**config.mk**
```make
export PLATFORM = sky130hd
export DESIGN_NAME = a_priority_thresh_selector
export DESIGN_NICKNAME = d
export VERILOG_FILES = /design/src/rtl/a_priority_thresh_selector.sv
export SDC_FILE = /design/constraint.sdc
export NUM_CORES = 1
export LEC_CHECK = 0
export ABC_AREA = 1
export BUFFER_PORTS_ARGS = -buffer_cell sky130_fd_sc_hd__buf_2
export CAP_MARGIN = 10
export CORE_AREA = 2 2 39 41
export CTS_CLUSTER_DIAMETER = 150
export DETAILED_ROUTE_END_ITERATION = 10
export DIE_AREA = 0 0 41 43
export PLACE_DENSITY = 0.73
export SYNTH_ARGS = -nofsm -noshare
export SYNTH_HDL_FRONTEND = slang
export SYNTH_SLANG_ARGS = --single-unit
```
**constraint.sdc**
```tcl
create_clock -name clk -period 1.4 [get_ports clk]
set_input_delay 0.07 -clock clk [delete_from_list [all_inputs] [get_ports clk]]
set_output_delay 0.07 -clock clk [all_outputs]
set_load 0.005 [all_outputs]
```
**src/rtl/a_priority_thresh_selector.sv**
```systemverilog
// Bus-grant decision unit: combinational fixed-priority / pre-emption selector plus a
// registered bus-hold threshold counter. Optional macro: A_THRESH_PREEMPT_EN (round-robin pre-emption once thresh is high).
module a_priority_thresh_selector #(
  parameter int NO_MASTERS = 2,
  parameter int NO_SLAVES  = 3,
  parameter int THRESH     = 1000,
  parameter int S_ID_WIDTH = $clog2(NO_SLAVES + 1),
  parameter int M_ID_WIDTH = (NO_MASTERS > 1) ? $clog2(NO_MASTERS) : 1,
  parameter int CNT_WIDTH  = $clog2(THRESH + 1)
) (
  input  logic                  clk,
  input  logic                  rst,
  input  logic                  state,
  input  logic [M_ID_WIDTH-1:0] master_in,
  input  logic [S_ID_WIDTH-1:0] slave_in,
  input  logic [S_ID_WIDTH-1:0] slave_id [NO_MASTERS],
  output logic [M_ID_WIDTH-1:0] master_out,
  output logic [S_ID_WIDTH-1:0] slave_out,
  output logic                  request,
  output logic                  thresh
);

  logic [CNT_WIDTH-1:0]  cnt_q, cnt_d;
  logic [M_ID_WIDTH-1:0] last_master_q, last_master_d;
  logic [NO_MASTERS-1:0] valid;
  logic                  found;
  logic [M_ID_WIDTH-1:0] sel_m;
  logic [S_ID_WIDTH-1:0] sel_s;

  always_comb begin
    valid = '0;
    for (int m = 0; m < NO_MASTERS; m++)
      valid[m] = (slave_id[m] != '0) && (int'(slave_id[m]) <= NO_SLAVES);
  end

  // Loops run from the far end so the last hit (the preferred master) overwrites earlier ones.
  always_comb begin
    found = 1'b0;
    sel_m = '0;
    sel_s = '0;
    if (!state) begin
      for (int m = NO_MASTERS - 1; m >= 0; m--)
        if (valid[m]) begin
          found = 1'b1;
          sel_m = M_ID_WIDTH'(m);
          sel_s = slave_id[m];
        end
    end
`ifdef A_THRESH_PREEMPT_EN
    else if (thresh) begin
      for (int k = NO_MASTERS - 1; k >= 1; k--)
        for (int m = 0; m < NO_MASTERS; m++)
          if (valid[m] && (((int'(master_in) + k) % NO_MASTERS) == m)) begin
            found = 1'b1;
            sel_m = M_ID_WIDTH'(m);
            sel_s = slave_id[m];
          end
    end
`endif
    else begin
      for (int m = NO_MASTERS - 1; m >= 0; m--)
        if (valid[m] && (m < int'(master_in))) begin
          found = 1'b1;
          sel_m = M_ID_WIDTH'(m);
          sel_s = slave_id[m];
        end
    end
    request    = found;
    master_out = found ? sel_m : (state ? master_in : '0);
    slave_out  = found ? sel_s : (state ? slave_in : '0);
  end

  // Hold counter restarts at 1 on an owner change and saturates at THRESH.
  always_comb begin
    cnt_d         = cnt_q;
    last_master_d = master_in;
    if (!state)
      cnt_d = '0;
    else if (master_in != last_master_q)
      cnt_d = CNT_WIDTH'(1);
    else if (cnt_q != CNT_WIDTH'(THRESH))
      cnt_d = cnt_q + CNT_WIDTH'(1);
  end

  always_ff @(posedge clk) begin
    if (rst) begin
      cnt_q         <= '0;
      last_master_q <= '0;
    end else begin
      cnt_q         <= cnt_d;
      last_master_q <= last_master_d;
    end
  end

  assign thresh = (cnt_q == CNT_WIDTH'(THRESH));

endmodule

```
==> results of run 1 <==
==> worst min-delay path, delay by kind of cell <==
family | cells | cell delay [ns]
buffers and inverters | 2 | 0.18
AND/OR/NAND/NOR | 1 | 0.03
==> cells in the final DEF, fill, tap and decap left out, types with 3 or more instances in the layout <==
cell	n
dfxtp_1	9
buf_2	14
buf_4	4
inv_1	11
clkbuf_4	3
nand3_1	11
a21oi_1	6
inv_2	4
o21ai_0	8
nor2_1	6
nand2_1	14
==> flip-flops by register name, indices dropped and copies added (netlist names) <==
signal,flops
cnt_q,10
last_master_q,1
==> how the worst max path moves through the flow <==
stage | startpoint | endpoint | slack (ns)
2_1_floorplan | cnt_q[0] | cnt_q[0] | 0.28
3_3_place_gp | cnt_q[0] | cnt_q[1] | 0.16
3_5_place_dp | cnt_q[0] | cnt_q[1] | 0.12
4_1_cts | cnt_q[0] | thresh | 0.002
5_1_grt | cnt_q[0] | thresh | -0.07
6_report | cnt_q[1] | thresh | 0.01
==> cell families (layout without fill, tap and decap cells) <==
family	Yosys count	in the layout	share of synthesized area [%]
simple gates	44	44	34.5
xor+xnor	3	3	4.18
compound gates	16	16	13.3
flops	11	11	35.1
fa+ha+maj	2	2	3.98
buf+inv	15	38	8.97
==> power breakdown <==
group	switching, W	internal, W	leakage [nW]	total, W
sequential	0.00000228	0.000317	0.0899	0.000319
combinational	0.0000453	0.0000389	0.252	0.0000841
clock	0.000116	0.000106	0.0177	0.000222
==> through the flow <==
step           TNS, ns  setup slack [ns]  util [%]  hold WS [ns]  power [W]
6_report             0            0.0113      59.6        0.0426   0.000626
3_5_place_dp         0             0.117      51.9         0.260   0.000397
4_1_cts              0           0.00181      58.2        0.0359   0.000627
3_3_place_gp         0             0.156      51.9         0.252   0.000395
2_1_floorplan        0             0.281         -         0.141   0.000364
5_1_grt        -0.0703           -0.0703      59.6        0.0389   0.000662
==> repair_timing <==
| item | CTS | global route |
|---|---|---|
| resized for setup | 8 | 4 |
| setup buffers | 4 | 0 |
| hold endpoints to repair | 1 | 0 |
| setup endpoints to repair | 1 | 4 |
| hold buffers | 1 | 0 |
| pin swaps | 1 | 2 |
==> per-layer routing <==
layer  vias to the layer above  wire, um
met5                         -         0
met4                         0         0
met3                         0        82
met2                        16       797
met1                       300       645
li1                        342         -
==> final cells by class <==
| cell class | count | area share, % |
|---|---|---|
| timing repair buffer | 19 | 13.4 |
| tap | 16 | 2.43 |
| clock inverter | 1 | 0.607 |
| multi-input combinational | 65 | 47.0 |
| clock buffer | 3 | 2.73 |
| sequential | 11 | 27.0 |
| inverter | 15 | 6.83 |
==> qor.txt, run 1 <==
DRT antenna net count: 0
Reg area: 223 um^2
Area grow syn2layout: 31.3%
Syn_nets: 103
Leak pwr: 0.360 nW
Critical path endpoint category: output pin
Worst slew pin tran: 0.346 ns
Top Family by Delay on Critical Path: simple AND/OR/NAND/NOR gates
Die span in x: 41 um
Startpoint types: flop
Initial drt markers: 22
Mapped Area: 628 um^2
Register bit total from synthesis: 11
Met3 usage: 9.95%
Routed WL: 1530 um
CORE AREA: 1380 um^2
Largest net degree at the start of global routing: 8
Top cell type by total area after synthesis: dfxtp_1
Pins Over Slew Limit: 0
Grt ovf: 0
Synthesized netlist cell count: 91
Drt wl/cell: 11.7 um
Crit path max fanout: 2
Starting Density: 45.4%
Fin crit share: 99.2%
Distinct cell type count after synthesis: 20
Busiest grt layer: met2
Die Y-Extent: 43 um
Setup Skew: 0.00223 ns
Period minus WS final: 1.39 ns
Ys flop type: dfxtp_1
Post-synth EDFFs: 0
WP data required: 1.33 ns
Multi-input logic area: 388 um^2
Met1 Track Usage GR: 22.7%
Hold Crit Depth: 3
Placed inst area: 718 um^2
Count leader, synth: nand2_1
Clock Latency Late Sink: 0.27 ns
I/O Buffers: 14
First-pass GRT wire length: 2550 um
TritonCTS sink count: 11
Vias in the first global route: 643
Fmax: 720 MHz
CTS H-tree lvls: 1
Flop-to-flop setup slack: 0.08 ns
Crit-path cells: inv_2, ha_4, nand2_4, nor2_4, nor3b_4, buf_2
Fin area: 825 um^2
Worst EP arrival: 1.32 ns
Crit path max-delay cell type: dfxtp_2
Synth top cells by count: 15 x nand2_1, 13 x inv_1, 11 x dfxtp_1, 11 x nand3_1
Placer Congestion: 0.789
Final #Nets: 127
Hold Startpoint: master_in
DR pass1 iterations: 4
CTS tree: built
Register area share after synthesis: 35.1%
Area contributors post-synth: dfxtp_1 35%, nand2_1 9.0%, nand3_1 8.8%
Filler cells: 135
# diodes: 0
YS warnings: 0
Post-DR vias/cell: 5.06
Synth top area share: 35.1%
Core Rows: 14
Slowest stage delay, CP: 0.33 ns
Worst Hold Class: in -> reg
Unrepaired setup endpoints after global routing: true
RR Endpoint: cnt_q[1]
MaxCap Viol Count: 0
Num ports: 15
GRT Util Overall: 21.2%
Rel. slew slack: 76.7%
Initial antenna violation count: 0
Clock Pin Slew Worst Setup and Hold Paths: 0.07 ns
Clk root buf: clkbuf_4
Asr flop ratio synth: 0%
Crit. path cell count: 6
Worst r2r path cells: 8
Via count: 658
Max IR drop VDD: 0.542 mV
Worst flop-to-flop path startpoint: cnt_q[1]
Post-DP HPWL: 1000 um
Min-Delay Endpoint: last_master_q
CTS buffer count: 3
Final Hold Vio Count: 0
Placed cells: 121
Status: complete, no violations
Crit Path Category: reg -> out
Non-filler cells, final: 130
Buf/Inv on CP: 2
GR Util met2: 36.6%
Die area: 1760 um^2
PD cells: 759 nW/um^2
DRC: 0
Mean Syn Cell Area: 6.90 um^2
Clock Path Buffers: 2
Count of final setup violators: 0
Share of layout cells above drive strength 1: 33.3%
No activity file was read; power rests on OpenSTA's default activity.
==> inputs of run 2 (changes only) <==
==> constraint.sdc (replaced) <==
create_clock -name clk -period 1.4 [get_ports clk]
set_input_delay 0.28 -clock clk [delete_from_list [all_inputs] [get_ports clk]]
set_output_delay 0.28 -clock clk [all_outputs]
set_load 0.005 [all_outputs]
==> run 2 against run 1 <==
Net effect: the run now ends with negative setup slack left; maximum frequency down 8.8%; worst setup slack worse by 0.13 ns; worst hold slack gained 0.15 ns; global-route usage down 3.4 points; die area is the same; critical path depth did not move; combinational power increased by 4.5%; count of clock-buffer cells in the layout grew 1; non-clock buffer count is 2 higher; flip-flop and latch count is the same; sequential share of layout area down 0.83 points.
==> qor.txt, run 2 (synthesis results as in run 1) <==
Worst hold slack: 0.189 ns
Clock Latency Late Sink: 0.27 ns
Initial antenna violation count: 0
Multi-input logic area: 399 um^2
Placer Congestion: 0.696
PD cells: 742 nW/um^2
Status: finished, violations left
Most common cell after layout, fill and taps aside: buf_2
Core Rows: 14
MaxCap Viol Count: 0
Biggest register: cnt_q
Worst slew pin tran: 0.242 ns
TritonCTS sink count: 11
# diodes: 0
Top Family by Delay on Critical Path: flip-flops
Post-DP HPWL: 1020 um
Crit Path Category: reg -> out
Non-filler cells, final: 132
Share of layout cells above drive strength 1: 36.2%
Crit path max fanout: 2
Top Registers: cnt_q x10, last_master_q x1
Buf/Inv on CP: 2
GRT Util Overall: 17.8%
Worst Hold Class: in -> reg
Crit path max-delay cell type: dfxtp_2
Drt wl/cell: 10.5 um
Clock Path Buffers: 2
DRT antenna net count: 0
I/O Buffers: 14
Die area: 1760 um^2
First-pass GRT wire length: 2130 um
CTS buffer count: 3
# hold bufs at CTS: 0
CTS tree: built
Crit-path cells: inv_2, ha_4, nand2_4, nor2_4, nor3b_4, buf_2
Final #Nets: 129
Area grow syn2layout: 34.7%
Tot Pwr: 0.000628 W
Fin crit share: 109%
Vias in the first global route: 578
Failing checks: negative setup slack
CORE AREA: 1380 um^2
CTS H-tree lvls: 1
Max IR drop VDD: 0.487 mV
Final Hold Vio Count: 0
Commonest non-fill, non-tap cells in the layout: 14 x buf_2, 13 x nand2_1, 11 x inv_1
WP data required: 1.12 ns
Starting Density: 45.4%
Post-DR vias/cell: 4.86
Via count: 641
Period minus WS final: 1.52 ns
DR pass1 iterations: 4
Clock Pin Slew Worst Setup and Hold Paths: 0.07 ns
Count of final setup violators: 1
Filler cells: 124
Routed WL: 1380 um
DRC: 0
Leak pwr: 0.368 nW
Initial drt markers: 17
Final worst slack: -0.122 ns
Startpoint types: flop
Die Y-Extent: 43 um
Clk root buf: clkbuf_4
Rel. slew slack: 83.7%
Worst EP arrival: 1.24 ns
Critical path endpoint category: output pin
Reg area: 221 um^2
Pins Over Slew Limit: 0
Largest register FFs: 10
Unrepaired setup endpoints after global routing: true
Num ports: 15
Slowest stage delay, CP: 0.32 ns
Grt ovf: 0
Setup Skew: 0.00386 ns
Placed cells: 125
Die span in x: 41 um
Fmax: 657 MHz
Largest net degree at the start of global routing: 7
[run 2: stage by stage]
step | utilization, % | setup WS [ns] | instance area, um^2 | setup TNS, ns
2_1_floorplan | - | 0.208 | 628 | 0
3_3_place_gp | 54.1 | 0.0641 | 748 | 0
3_5_place_dp | 54.1 | 0.0229 | 748 | 0
4_1_cts | 59.0 | -0.173 | 816 | -0.173
5_1_grt | 61.1 | -0.194 | 846 | -0.194
6_report | 61.1 | -0.122 | 846 | -0.122
[run 2: layout make-up]
type	count	share of cell area [%]
inverters	15	6.66
multi-input cells	65	47.2
repair buffers	21	14.5
well taps	16	2.37
clock buffers	4	3.11
flip-flops and latches	11	26.2
[run 2: timing repair]
action,4_1_cts,5_1_grt
pin swaps,3,2
setup endpoints to repair,1,6
setup buffers,3,0
resized for setup,7,9
[run 2: path summary, 6_finish.rpt]
kind	startpoint	to	cells past startpoint	slack, ns
worst max-delay path	cnt_q[0]	thresh	6	-0.12
worst min-delay path	rst	last_master_q	2	0.19
worst min register to register	cnt_q[9]	cnt_q[9]	2	0.49
worst max register to register	cnt_q[0]	cnt_q[0]	11	0.10
[run 2: where the power goes]
part	switching, W	total, W	leakage [nW]	internal, W
registers	0.00000218	0.000319	0.0894	0.000317
logic	0.0000460	0.0000879	0.263	0.0000419
clock network	0.000111	0.000221	0.0150	0.000110
total	0.000159	0.000628	0.368	0.000469
[run 2: layer usage]
| metal | up-vias | part of all wire, % | GRT usage (%) |
|---|---|---|---|
| li1 | 345 | - | - |
| met1 | 289 | 47 | 21.4 |
| met2 | 7 | 51 | 28.1 |
| met3 | 0 | 2.0 | 5.24 |
| met4 | 0 | 0 | 7.33 |
| met5 | - | 0 | 0 |
==> inputs of run 3 (changes only) <==
BUFFER_PORTS_ARGS = default   (was -buffer_cell sky130_fd_sc_hd__buf_2)
DONT_BUFFER_PORTS = 1   (was default)
PLACE_DENSITY = 0.63   (was 0.73)
==> run 3 against run 2 <==
Net effect: worst setup slack improved by 0.067 ns; routed wire length fell by 2.0%; non-clock buffer count fell by 16; largest cell class unchanged; critical path depth fell by 1; the flow still finishes with violations (negative setup slack); critical endpoint unchanged; count of clock-buffer cells in the layout did not move; final area fell by 12%.
==> qor.txt, run 3 (synthesis results as in run 1) <==
Status: finished, violations left
Failing checks: negative setup slack
CTS H-tree lvls: 1
Clk root buf: clkbuf_4
Setup Skew: 0.00138 ns
# hold bufs at CTS: 0
Max IR drop VDD: 0.424 mV
Final Hold Vio Count: 0
Unrepaired setup endpoints after global routing: true
Post-DP HPWL: 930 um
Die span in x: 41 um
# diodes: 0
Initial drt markers: 20
Period minus WS final: 1.45 ns
Clock Path Buffers: 2
CTS tree: built
Fmax: 687 MHz
Filler cells: 137
Most common cell after layout, fill and taps aside: nand2_1
Crit Path Category: reg -> out
Largest register FFs: 10
Biggest register: cnt_q
Drt wl/cell: 11.7 um
Clock Pin Slew Worst Setup and Hold Paths: 0.07 ns
Rel. slew slack: 80.3%
Share of layout cells above drive strength 1: 23.0%
Final TNS setup: -0.0546 ns
Pins Over Slew Limit: 0
Starting Density: 45.4%
Post-DR vias/cell: 5.08
Placer Congestion: 0.768
Area grow syn2layout: 18.3%
Startpoint types: flop
Fin crit share: 104%
Hold Startpoint: rst
Crit path from: cnt_q[0]
GRT Util Overall: 18.0%
Routed WL: 1350 um
Vias in the first global route: 506
DR pass1 iterations: 4
Core Rows: 14
TritonCTS sink count: 11
Initial antenna violation count: 0
Crit path max fanout: 2
Final #Nets: 113
Worst flop-to-flop path startpoint: cnt_q[0]
Count of final setup violators: 1
Largest net degree at the start of global routing: 8
Clock Latency Late Sink: 0.27 ns
Via count: 589
DRC: 0
DRT antenna net count: 0
I/O Buffers: 0
Top Registers: cnt_q x10, last_master_q x1
Reg area: 223 um^2
PD cells: 799 nW/um^2
Post-Place Worst Slack: 0.127 ns
Worst EP arrival: 1.17 ns
Die area: 1760 um^2
Multi-input logic area: 380 um^2
Grt ovf: 0
Num ports: 15
Leak pwr: 0.294 nW
WP data required: 1.12 ns
Final worst slack: -0.0546 ns
CORE AREA: 1380 um^2
First-pass GRT wire length: 2170 um
Commonest non-fill, non-tap cells in the layout: 14 x nand2_1, 11 x inv_1, 11 x nand3_1
Critical path endpoint category: output pin
Worst Hold Class: in -> reg
Die Y-Extent: 43 um
MaxCap Viol Count: 0
CTS buffer count: 3
Flop-to-flop setup slack: 0.10 ns
Worst slew pin tran: 0.292 ns
-- run 3: cell types whose count changed in the layout (fill, tap and decap cells not counted), sizes merged --
cell / delta
buf: -16
-- run 3: per-stage QoR --
stage | utilization, % | std cells | instance area [um^2] | power, W | hold slack (ns)
global route | 53.7 | 116 | 743 | 0.000623 | 0.0596
floorplan | - | 91 | 628 | 0.000364 | 0.351
detailed placement | 46.8 | 107 | 648 | 0.000371 | 0.355
CTS | 51.4 | 114 | 711 | 0.000593 | 0.0692
global placement | 46.8 | 107 | 648 | 0.000371 | 0.353
finish | 53.7 | 116 | 743 | 0.000594 | 0.0727
-- run 3: what timing repair did --
action / 4_1_cts / 5_1_grt
buffers inserted: 3 / 2
pin swaps: 2 / 2
gates resized for setup: 7 / 4
endpoints found under the setup margin: 1 / 2
-- run 3: layer usage --
metal  share of wire, %  vias up  track usage [%]
met5                  0        -                0
met4                1.3        0             4.00
met3                4.8        2             6.81
met2                 48       15             25.6
met1                 46      258             25.2
li1                   -      314                -
-- run 3: cell type report --
class / count / share of cell area (%)
Timing Repair Buffer: 5 / 5.05
Clock buffer: 4 / 3.54
Multi-Input combinational cell: 65 / 51.2
Inverter: 15 / 7.58
Sequential cell: 11 / 30.0
Tap cell: 16 / 2.69
-- run 3: worst max-delay path, cell delays in order, from the launching register on --
cell,delay (ns)
dfxtp_2,0.33
inv_2,0.07
ha_4,0.13
nand2_2,0.06
nor2_4,0.11
nor3b_4,0.21
-- run 3: final timing paths --
kind / end / depth (start not counted)
max: thresh / 5
min: last_master_q / 1
max reg2reg: cnt_q[0] / 10
min reg2reg: cnt_q[7] / 2
-- run 3: power breakdown --
group	internal, W	leakage, nW	switching [W]
sequential	0.000317	0.0899	0.00000249
clock	0.000110	0.0150	0.000105
combinational	0.0000254	0.189	0.0000330
total	0.000453	0.294	0.000141
